## config.mk

```make
export PLATFORM = sky130hd
export DESIGN_NAME = demorgan_sweep_ctrl_flat
export DESIGN_NICKNAME = d
export VERILOG_FILES = /design/src/rtl/demorgan_sweep_ctrl_pkg.sv /design/src/rtl/demorgan_sweep_ctrl_if.sv /design/src/rtl/demorgan_sweep_ctrl.sv /design/src/flat_wrapper.sv
export SDC_FILE = /design/constraint.sdc
export NUM_CORES = 1
export LEC_CHECK = 0
export BUFFER_PORTS_ARGS = -buffer_cell sky130_fd_sc_hd__buf_4
export CAP_MARGIN = 10
export CORE_MARGIN = 2
export CORE_UTILIZATION = 46
export CTS_CLUSTER_DIAMETER = 40
export CTS_CLUSTER_SIZE = 12
export DETAILED_ROUTE_END_ITERATION = 12
export GPL_TIMING_DRIVEN = 0
export HOLD_SLACK_MARGIN = 0.15
export PLACE_DENSITY = 0.74
export SYNTH_ARGS = -nofsm -noshare
export SYNTH_HDL_FRONTEND = slang
export SYNTH_SLANG_ARGS = --single-unit
```

## constraint.sdc

```tcl
create_clock -name clk -period 1.6 [get_ports clk]
set_clock_uncertainty 0.2 [all_clocks]
set_input_delay 0.08 -clock clk [delete_from_list [all_inputs] [get_ports clk]]
set_output_delay 0.08 -clock clk [all_outputs]
set_load 0.02 [all_outputs]
```

## src/rtl/demorgan_sweep_ctrl_pkg.sv

```systemverilog
// Shared types, record layout and golden model for the De Morgan sweep
// controller.
package demorgan_pkg;

  typedef enum logic [2:0] {
    S_IDLE,
    S_DRIVE,
    S_SETTLE,
    S_SAMPLE,
    S_EMIT,
    S_DONE
  } state_e;

  localparam int VEC_COUNT = 4;

  localparam int REC_A      = 7;
  localparam int REC_B      = 6;
  localparam int REC_NA     = 5;
  localparam int REC_NB     = 4;
  localparam int REC_NANB   = 3;
  localparam int REC_NAORNB = 2;
  localparam int REC_AB     = 1;
  localparam int REC_AORB   = 0;

  // Expected {na,nb,nanb,naornb,ab,aorb} for one input vector.
  function automatic logic [5:0] demorgan_golden(
    input logic a,
    input logic b
  );
    return {~a, ~b, ~a & ~b, ~a | ~b,
            ~(a & b), ~(a | b)};
  endfunction

endpackage

```

## src/rtl/demorgan_sweep_ctrl_if.sv

```systemverilog
// Result-record stream: one record per
// swept vector, valid/ready handshake.
interface demorgan_sweep_ctrl_if;

  logic       rec_valid;
  logic       rec_ready;
  logic [7:0] rec_data;
  logic       rec_mismatch;

  modport master (
    output rec_valid,
    output rec_data,
    output rec_mismatch,
    input  rec_ready
  );

  modport slave (
    input  rec_valid,
    input  rec_data,
    input  rec_mismatch,
    output rec_ready
  );

endinterface

```

## src/rtl/demorgan_sweep_ctrl.sv

```systemverilog
// Drives every (A,B) vector into the De Morgan datapath, samples the six
// outputs, and streams a checked result record per vector.
module demorgan_sweep_ctrl
  import demorgan_pkg::*;
#(
  parameter int SETTLE_CYCLES = 1,
  parameter int NUM_PASSES    = 1,
  parameter int ERR_W         = 4
) (
  input  logic             clk,
  input  logic             rst_n,
  input  logic             start,
  output logic             busy,
  output logic             done,
  output logic             all_pass,
  output logic [ERR_W-1:0] err_count,
  output logic             a_out,
  output logic             b_out,
  input  logic             na_in,
  input  logic             nb_in,
  input  logic             nanb_in,
  input  logic             naornb_in,
  input  logic             ab_in,
  input  logic             aorb_in,
  demorgan_sweep_ctrl_if.master rec
);

  localparam int SET_W =
    SETTLE_CYCLES > 1 ? $clog2(SETTLE_CYCLES) : 1;
  localparam int PAS_W =
    NUM_PASSES > 1 ? $clog2(NUM_PASSES) : 1;

  localparam logic [SET_W-1:0] SET_LAST =
    SET_W'(SETTLE_CYCLES - 1);
  localparam logic [PAS_W-1:0] PAS_LAST =
    PAS_W'(NUM_PASSES - 1);
  localparam logic [1:0] VEC_LAST =
    2'(VEC_COUNT - 1);

  state_e           state_q, state_d;
  logic [1:0]       vec_q, vec_d;
  logic [PAS_W-1:0] pass_q, pass_d;
  logic [SET_W-1:0] set_q, set_d;
  logic             a_q, a_d;
  logic             b_q, b_d;
  logic [ERR_W-1:0] err_q, err_d;
  logic             ap_q, ap_d;
  logic [7:0]       rec_q, rec_d;
  logic             mis_q, mis_d;

  logic [7:0]       smp;
  logic             smp_mis;

  always_comb begin
    smp             = '0;
    smp[REC_A]      = a_q;
    smp[REC_B]      = b_q;
    smp[REC_NA]     = na_in;
    smp[REC_NB]     = nb_in;
    smp[REC_NANB]   = nanb_in;
    smp[REC_NAORNB] = naornb_in;
    smp[REC_AB]     = ab_in;
    smp[REC_AORB]   = aorb_in;
    // 4-state compare so X/Z from the datapath flags a mismatch
    smp_mis = (smp[5:0] !== demorgan_golden(a_q, b_q));
  end

  always_comb begin
    state_d = state_q;
    vec_d   = vec_q;
    pass_d  = pass_q;
    set_d   = set_q;
    a_d     = a_q;
    b_d     = b_q;
    err_d   = err_q;
    ap_d    = ap_q;
    rec_d   = rec_q;
    mis_d   = mis_q;
    unique case (state_q)
      S_IDLE: begin
        if (start) begin
          err_d   = '0;
          ap_d    = 1'b0;
          vec_d   = '0;
          pass_d  = '0;
          state_d = S_DRIVE;
        end
      end
      S_DRIVE: begin
        a_d     = vec_q[1];
        b_d     = vec_q[0];
        set_d   = '0;
        state_d = S_SETTLE;
      end
      S_SETTLE: begin
        if (set_q == SET_LAST) begin
          state_d = S_SAMPLE;
        end else begin
          set_d = set_q + SET_W'(1);
        end
      end
      S_SAMPLE: begin
        rec_d = smp;
        mis_d = smp_mis;
        if (smp_mis && (err_q != '1)) begin
          err_d = err_q + ERR_W'(1);
        end
        state_d = S_EMIT;
      end
      S_EMIT: begin
        if (rec.rec_ready) begin
          if (vec_q != VEC_LAST) begin
            vec_d   = vec_q + 2'd1;
            state_d = S_DRIVE;
          end else if (pass_q != PAS_LAST) begin
            vec_d   = '0;
            pass_d  = pass_q + PAS_W'(1);
            state_d = S_DRIVE;
          end else begin
            // err_q is final here, so all_pass is valid with done
            ap_d    = (err_q == '0);
            state_d = S_DONE;
          end
        end
      end
      S_DONE: begin
        state_d = S_IDLE;
      end
      default: begin
        state_d = S_IDLE;
      end
    endcase
  end

  always_ff @(posedge clk) begin
    if (!rst_n) begin
      state_q <= S_IDLE;
      vec_q   <= '0;
      pass_q  <= '0;
      set_q   <= '0;
      a_q     <= 1'b0;
      b_q     <= 1'b0;
      err_q   <= '0;
      ap_q    <= 1'b0;
      rec_q   <= '0;
      mis_q   <= 1'b0;
    end else begin
      state_q <= state_d;
      vec_q   <= vec_d;
      pass_q  <= pass_d;
      set_q   <= set_d;
      a_q     <= a_d;
      b_q     <= b_d;
      err_q   <= err_d;
      ap_q    <= ap_d;
      rec_q   <= rec_d;
      mis_q   <= mis_d;
    end
  end

  assign busy             = (state_q != S_IDLE);
  assign done             = (state_q == S_DONE);
  assign all_pass         = ap_q;
  assign err_count        = err_q;
  assign a_out            = a_q;
  assign b_out            = b_q;
  assign rec.rec_valid    = (state_q == S_EMIT);
  assign rec.rec_data     = rec_q;
  assign rec.rec_mismatch = mis_q;

endmodule
```

## src/flat_wrapper.sv

```systemverilog
// flat-port wrapper written by rule: the top's interface ports become plain ports
module demorgan_sweep_ctrl_flat import demorgan_pkg::*;
#(
  parameter int SETTLE_CYCLES = 1,
  parameter int NUM_PASSES    = 1,
  parameter int ERR_W         = 4
)
  (clk, rst_n, start, busy, done, all_pass, err_count, a_out, b_out, na_in, nb_in, nanb_in, naornb_in, ab_in, aorb_in, rec_rec_valid, rec_rec_data, rec_rec_mismatch, rec_rec_ready);
  demorgan_sweep_ctrl_if rec_i ();
  input  logic clk;
  input  logic rst_n;
  input  logic start;
  output logic busy;
  output logic done;
  output logic all_pass;
  output logic [ERR_W-1:0] err_count;
  output logic a_out;
  output logic b_out;
  input  logic na_in;
  input  logic nb_in;
  input  logic nanb_in;
  input  logic naornb_in;
  input  logic ab_in;
  input  logic aorb_in;
  output wire logic [$bits(rec_i.rec_valid)-1:0] rec_rec_valid;
  output wire logic [$bits(rec_i.rec_data)-1:0] rec_rec_data;
  output wire logic [$bits(rec_i.rec_mismatch)-1:0] rec_rec_mismatch;
  input wire logic [$bits(rec_i.rec_ready)-1:0] rec_rec_ready;
  assign rec_rec_valid = rec_i.rec_valid;
  assign rec_rec_data = rec_i.rec_data;
  assign rec_rec_mismatch = rec_i.rec_mismatch;
  assign rec_i.rec_ready = rec_rec_ready;
  demorgan_sweep_ctrl #(.SETTLE_CYCLES(SETTLE_CYCLES), .NUM_PASSES(NUM_PASSES), .ERR_W(ERR_W)) u_core (.clk(clk), .rst_n(rst_n), .start(start), .busy(busy), .done(done), .all_pass(all_pass), .err_count(err_count), .a_out(a_out), .b_out(b_out), .na_in(na_in), .nb_in(nb_in), .nanb_in(nanb_in), .naornb_in(naornb_in), .ab_in(ab_in), .aorb_in(aorb_in), .rec(rec_i));
endmodule
```

==> results.sh <==
export IMPL_outcome="finished with violations"
export IMPL_violations="negative setup slack"
export IMPL_wire_per_inst_um=14.0
export IMPL_firstDrtPassIters=4
export IMPL_cts_root_buf="clkbuf_4"
export IMPL_syn_num_nets=140
export IMPL_synth_area_um2=1090
export IMPL_drt_iter0_drc=20
export IMPL_grt_pass1_wl_um=4080
export IMPL_synth_cell_types=43
export IMPL_grt_max_degree=13
export IMPL_dpl_cell_area_um2=1330
export IMPL_synth_top_area_frac=0.386
export IMPL_clock_latency_ps=300
export IMPL_yosys_warnings=0
export IMPL_relSlewSlack=0.675
export IMPL_die_area_um2=2770
export IMPL_required_ps=1610
export IMPL_maxCapViolations=0
export IMPL_worst_pin_slew_ps=488
export IMPL_vias=1088
export IMPL_finalCriticalPeriod_ps=1800
export IMPL_io_pin_count=29
export IMPL_cts_tree="built"
export IMPL_antenna_found_initial=0
export IMPL_start_kind="flop"
export IMPL_n_antenna_cell=0
export IMPL_wirelength_um=2860
export IMPL_post_place_cells=182
export IMPL_setup_violations=16
export IMPL_hp_class="input port to flop"
export IMPL_cts_sinks=21
export IMPL_grt_pass1_vias=928
export IMPL_dieHeight_um=52.6
export IMPL_overflow=0
export IMPL_synthFlopType="dfxtp_1"
export IMPL_clk_pin_slew_ps=120
export IMPL_syn_to_final_growth_pct=50.3
export IMPL_ir_drop_v=0.000456
export IMPL_numCtsBuffers=3
export IMPL_initial_core_util=0.487
export IMPL_critPathMaxStageDelay_ps=380
export IMPL_reg2reg_depth=6
export IMPL_synthCells=127
export IMPL_p_per_area_nw_per_um2=664
export IMPL_critPathBufInv=1
export IMPL_finalCritPeriodShare=1.12
export IMPL_fin_util=0.733
export IMPL_finalHoldViolCount=0
export IMPL_crit_arrival_ps=1810
export IMPL_cts_max_level=1
export IMPL_fp_row_count=17
export IMPL_die_w_um=52.6
export IMPL_tns_ps=-1850
export IMPL_drtAntennaViolNets=0
export IMPL_holdWs_ps=255
export IMPL_end_kind="flop"
export IMPL_cts_max_path_buffers=2
export IMPL_async_flop_share=0
export IMPL_dp_slack_ps=-256
export IMPL_cp_top_family="compound AO/OA/AOI/OAI gates"
export IMPL_synthTopCellsByArea="dfxtp_1, nand2_1, a21oi_1"
export IMPL_slew_viol_final=0
export IMPL_synth_edf_count=0
export IMPL_rr_startpoint="u_core.b_out"
export IMPL_synth_common_cells="dfxtp_1, nand2_1, a21oi_1"
export IMPL_place_congestion=0.779
export IMPL_crit_path_start="u_core.b_out"
export IMPL_rsz0062_at_grt="yes"
export IMPL_postLayoutCellArea_um2=1640
export IMPL_crit_fanout=6
export IMPL_fin_cells=204
export IMPL_leakagePower_nw=0.662
export IMPL_worstPathCellList="nand3b_1 > a211o_1 > a32oi_4 > buf_4 > o41ai_2 > a31o_1"
export IMPL_slowest_stage="dfxtp_4"
export IMPL_yosys_area_top_type="dfxtp_1"
export IMPL_syn_avg_cell_area_um2=8.57
export IMPL_power_mw=1.09
export IMPL_hpwl_um=1770
export IMPL_ff2ff_setup_slack_ps=-200
export IMPL_fmax_ghz=0.556
export IMPL_worst_r2r_endpoint="u_core.err_count[3]"
export IMPL_ys_seq_area_frac=0.386
export IMPL_track_usage=0.197
export IMPL_core_area_um2=2230
export IMPL_routed_via_density=5.33
export IMPL_drive_above_1_share=0.409
export IMPL_worstSetupEndpoint="u_core.err_count[3]"
export IMPL_layout_nets=190
export IMPL_cp_depth=6
export IMPL_fin_ws_ps=-198
export IMPL_ys_ff_latch=21
export IMPL_numPortBuffers=27
export IMPL_drcViolationCount=0
export IMPL_critPathKind="flop to flop"
[worst min-delay path, stage by stage]
cell and delay [ps]:
buf_4 100, a311oi_2 120, a32oi_4 250, buf_6 130
a21oi_2 40
[flip-flops by register name, indices dropped and copies added, names as in the netlist]
signal,count
u_core.all_pass,1
u_core.rec.rec_data,8
u_core.rec.rec_mismatch,1
u_core.err_count,4
u_core.b_out,1
u_core.vec_q,2
u_core.state_q,3
u_core.a_out,1
[logic make-up (layout without fill, tap and decap cells)]
| family | after synthesis | count (layout) | synth area share |
|---|---|---|---|
| buffers and inverters | 13 | 62 | 0.0540 |
| adder cells (fa/ha/maj) | 3 | 3 | 0.0345 |
| flip-flops | 21 | 21 | 0.386 |
| AND/OR/NAND/NOR | 54 | 54 | 0.279 |
| AO/OA/AOI/OAI | 30 | 30 | 0.192 |
| XOR/XNOR | 2 | 2 | 0.0161 |
| multiplexers | 4 | 4 | 0.0379 |
[cells in the final DEF (no fill, tap or decap), drive strengths merged, types with 2 or more instances in the layout]
cell type,synthesis,routed
nand3,3,3
clkinv,1,2
or3,3,3
inv,4,4
ha,3,3
a21oi,15,15
nand2b,3,3
o21ai,4,4
mux2i,3,3
dlygate4sd3,0,9
buf,3,40
a31o,2,2
and4bb,2,2
nor2,5,5
dfxtp,21,21
nand3b,5,5
and3b,2,2
nand2,21,21
clkbuf,5,7
[how the worst min path moves through the flow]
stage | start | end | slack, ps | cells after the start
after floorplan | aorb_in | u_core.rec.rec_data[0] | 20 | 2
after global placement | nanb_in | u_core.rec.rec_data[3] | 150 | 3
after detailed placement | nanb_in | u_core.rec.rec_data[3] | 160 | 3
after CTS | nb_in | u_core.rec.rec_mismatch | 180 | 5
after global routing | aorb_in | u_core.rec.rec_mismatch | 260 | 5
final | aorb_in | u_core.rec.rec_mismatch | 250 | 5
[per-layer routing]
metal  vias to the layer above  wire length, µm  global-route usage
met5                         -                0                   0
met4                         0               17              0.0812
met3                         2               96              0.0286
met2                        25             1420               0.319
met1                       510             1330               0.260
li1                        551                -                   -
[cell type report]
type	instances	area [µm²]
multi-input combinational	93	681
fill	174	597
sequential	21	433
timing repair buffer	46	390
buffer	7	51.3
tap	28	35.0
clock buffer	3	22.5
inverter	5	18.8
clock inverter	1	5.00
[timing repair]
| item | CTS | global route |
|---|---|---|
| resized for setup | 15 | 25 |
| pin swaps | 8 | 11 |
| endpoints found under the hold margin | 18 | 0 |
| hold buffers | 9 | 0 |
| setup endpoints to repair | 18 | 20 |
| setup buffers | 2 | 8 |
[where the power goes]
part / switching, mW / internal, mW
clock network: 0.164 / 0.0932
logic: 0.132 / 0.152
registers: 0.00927 / 0.536
Power figures use the tool's default switching activity.
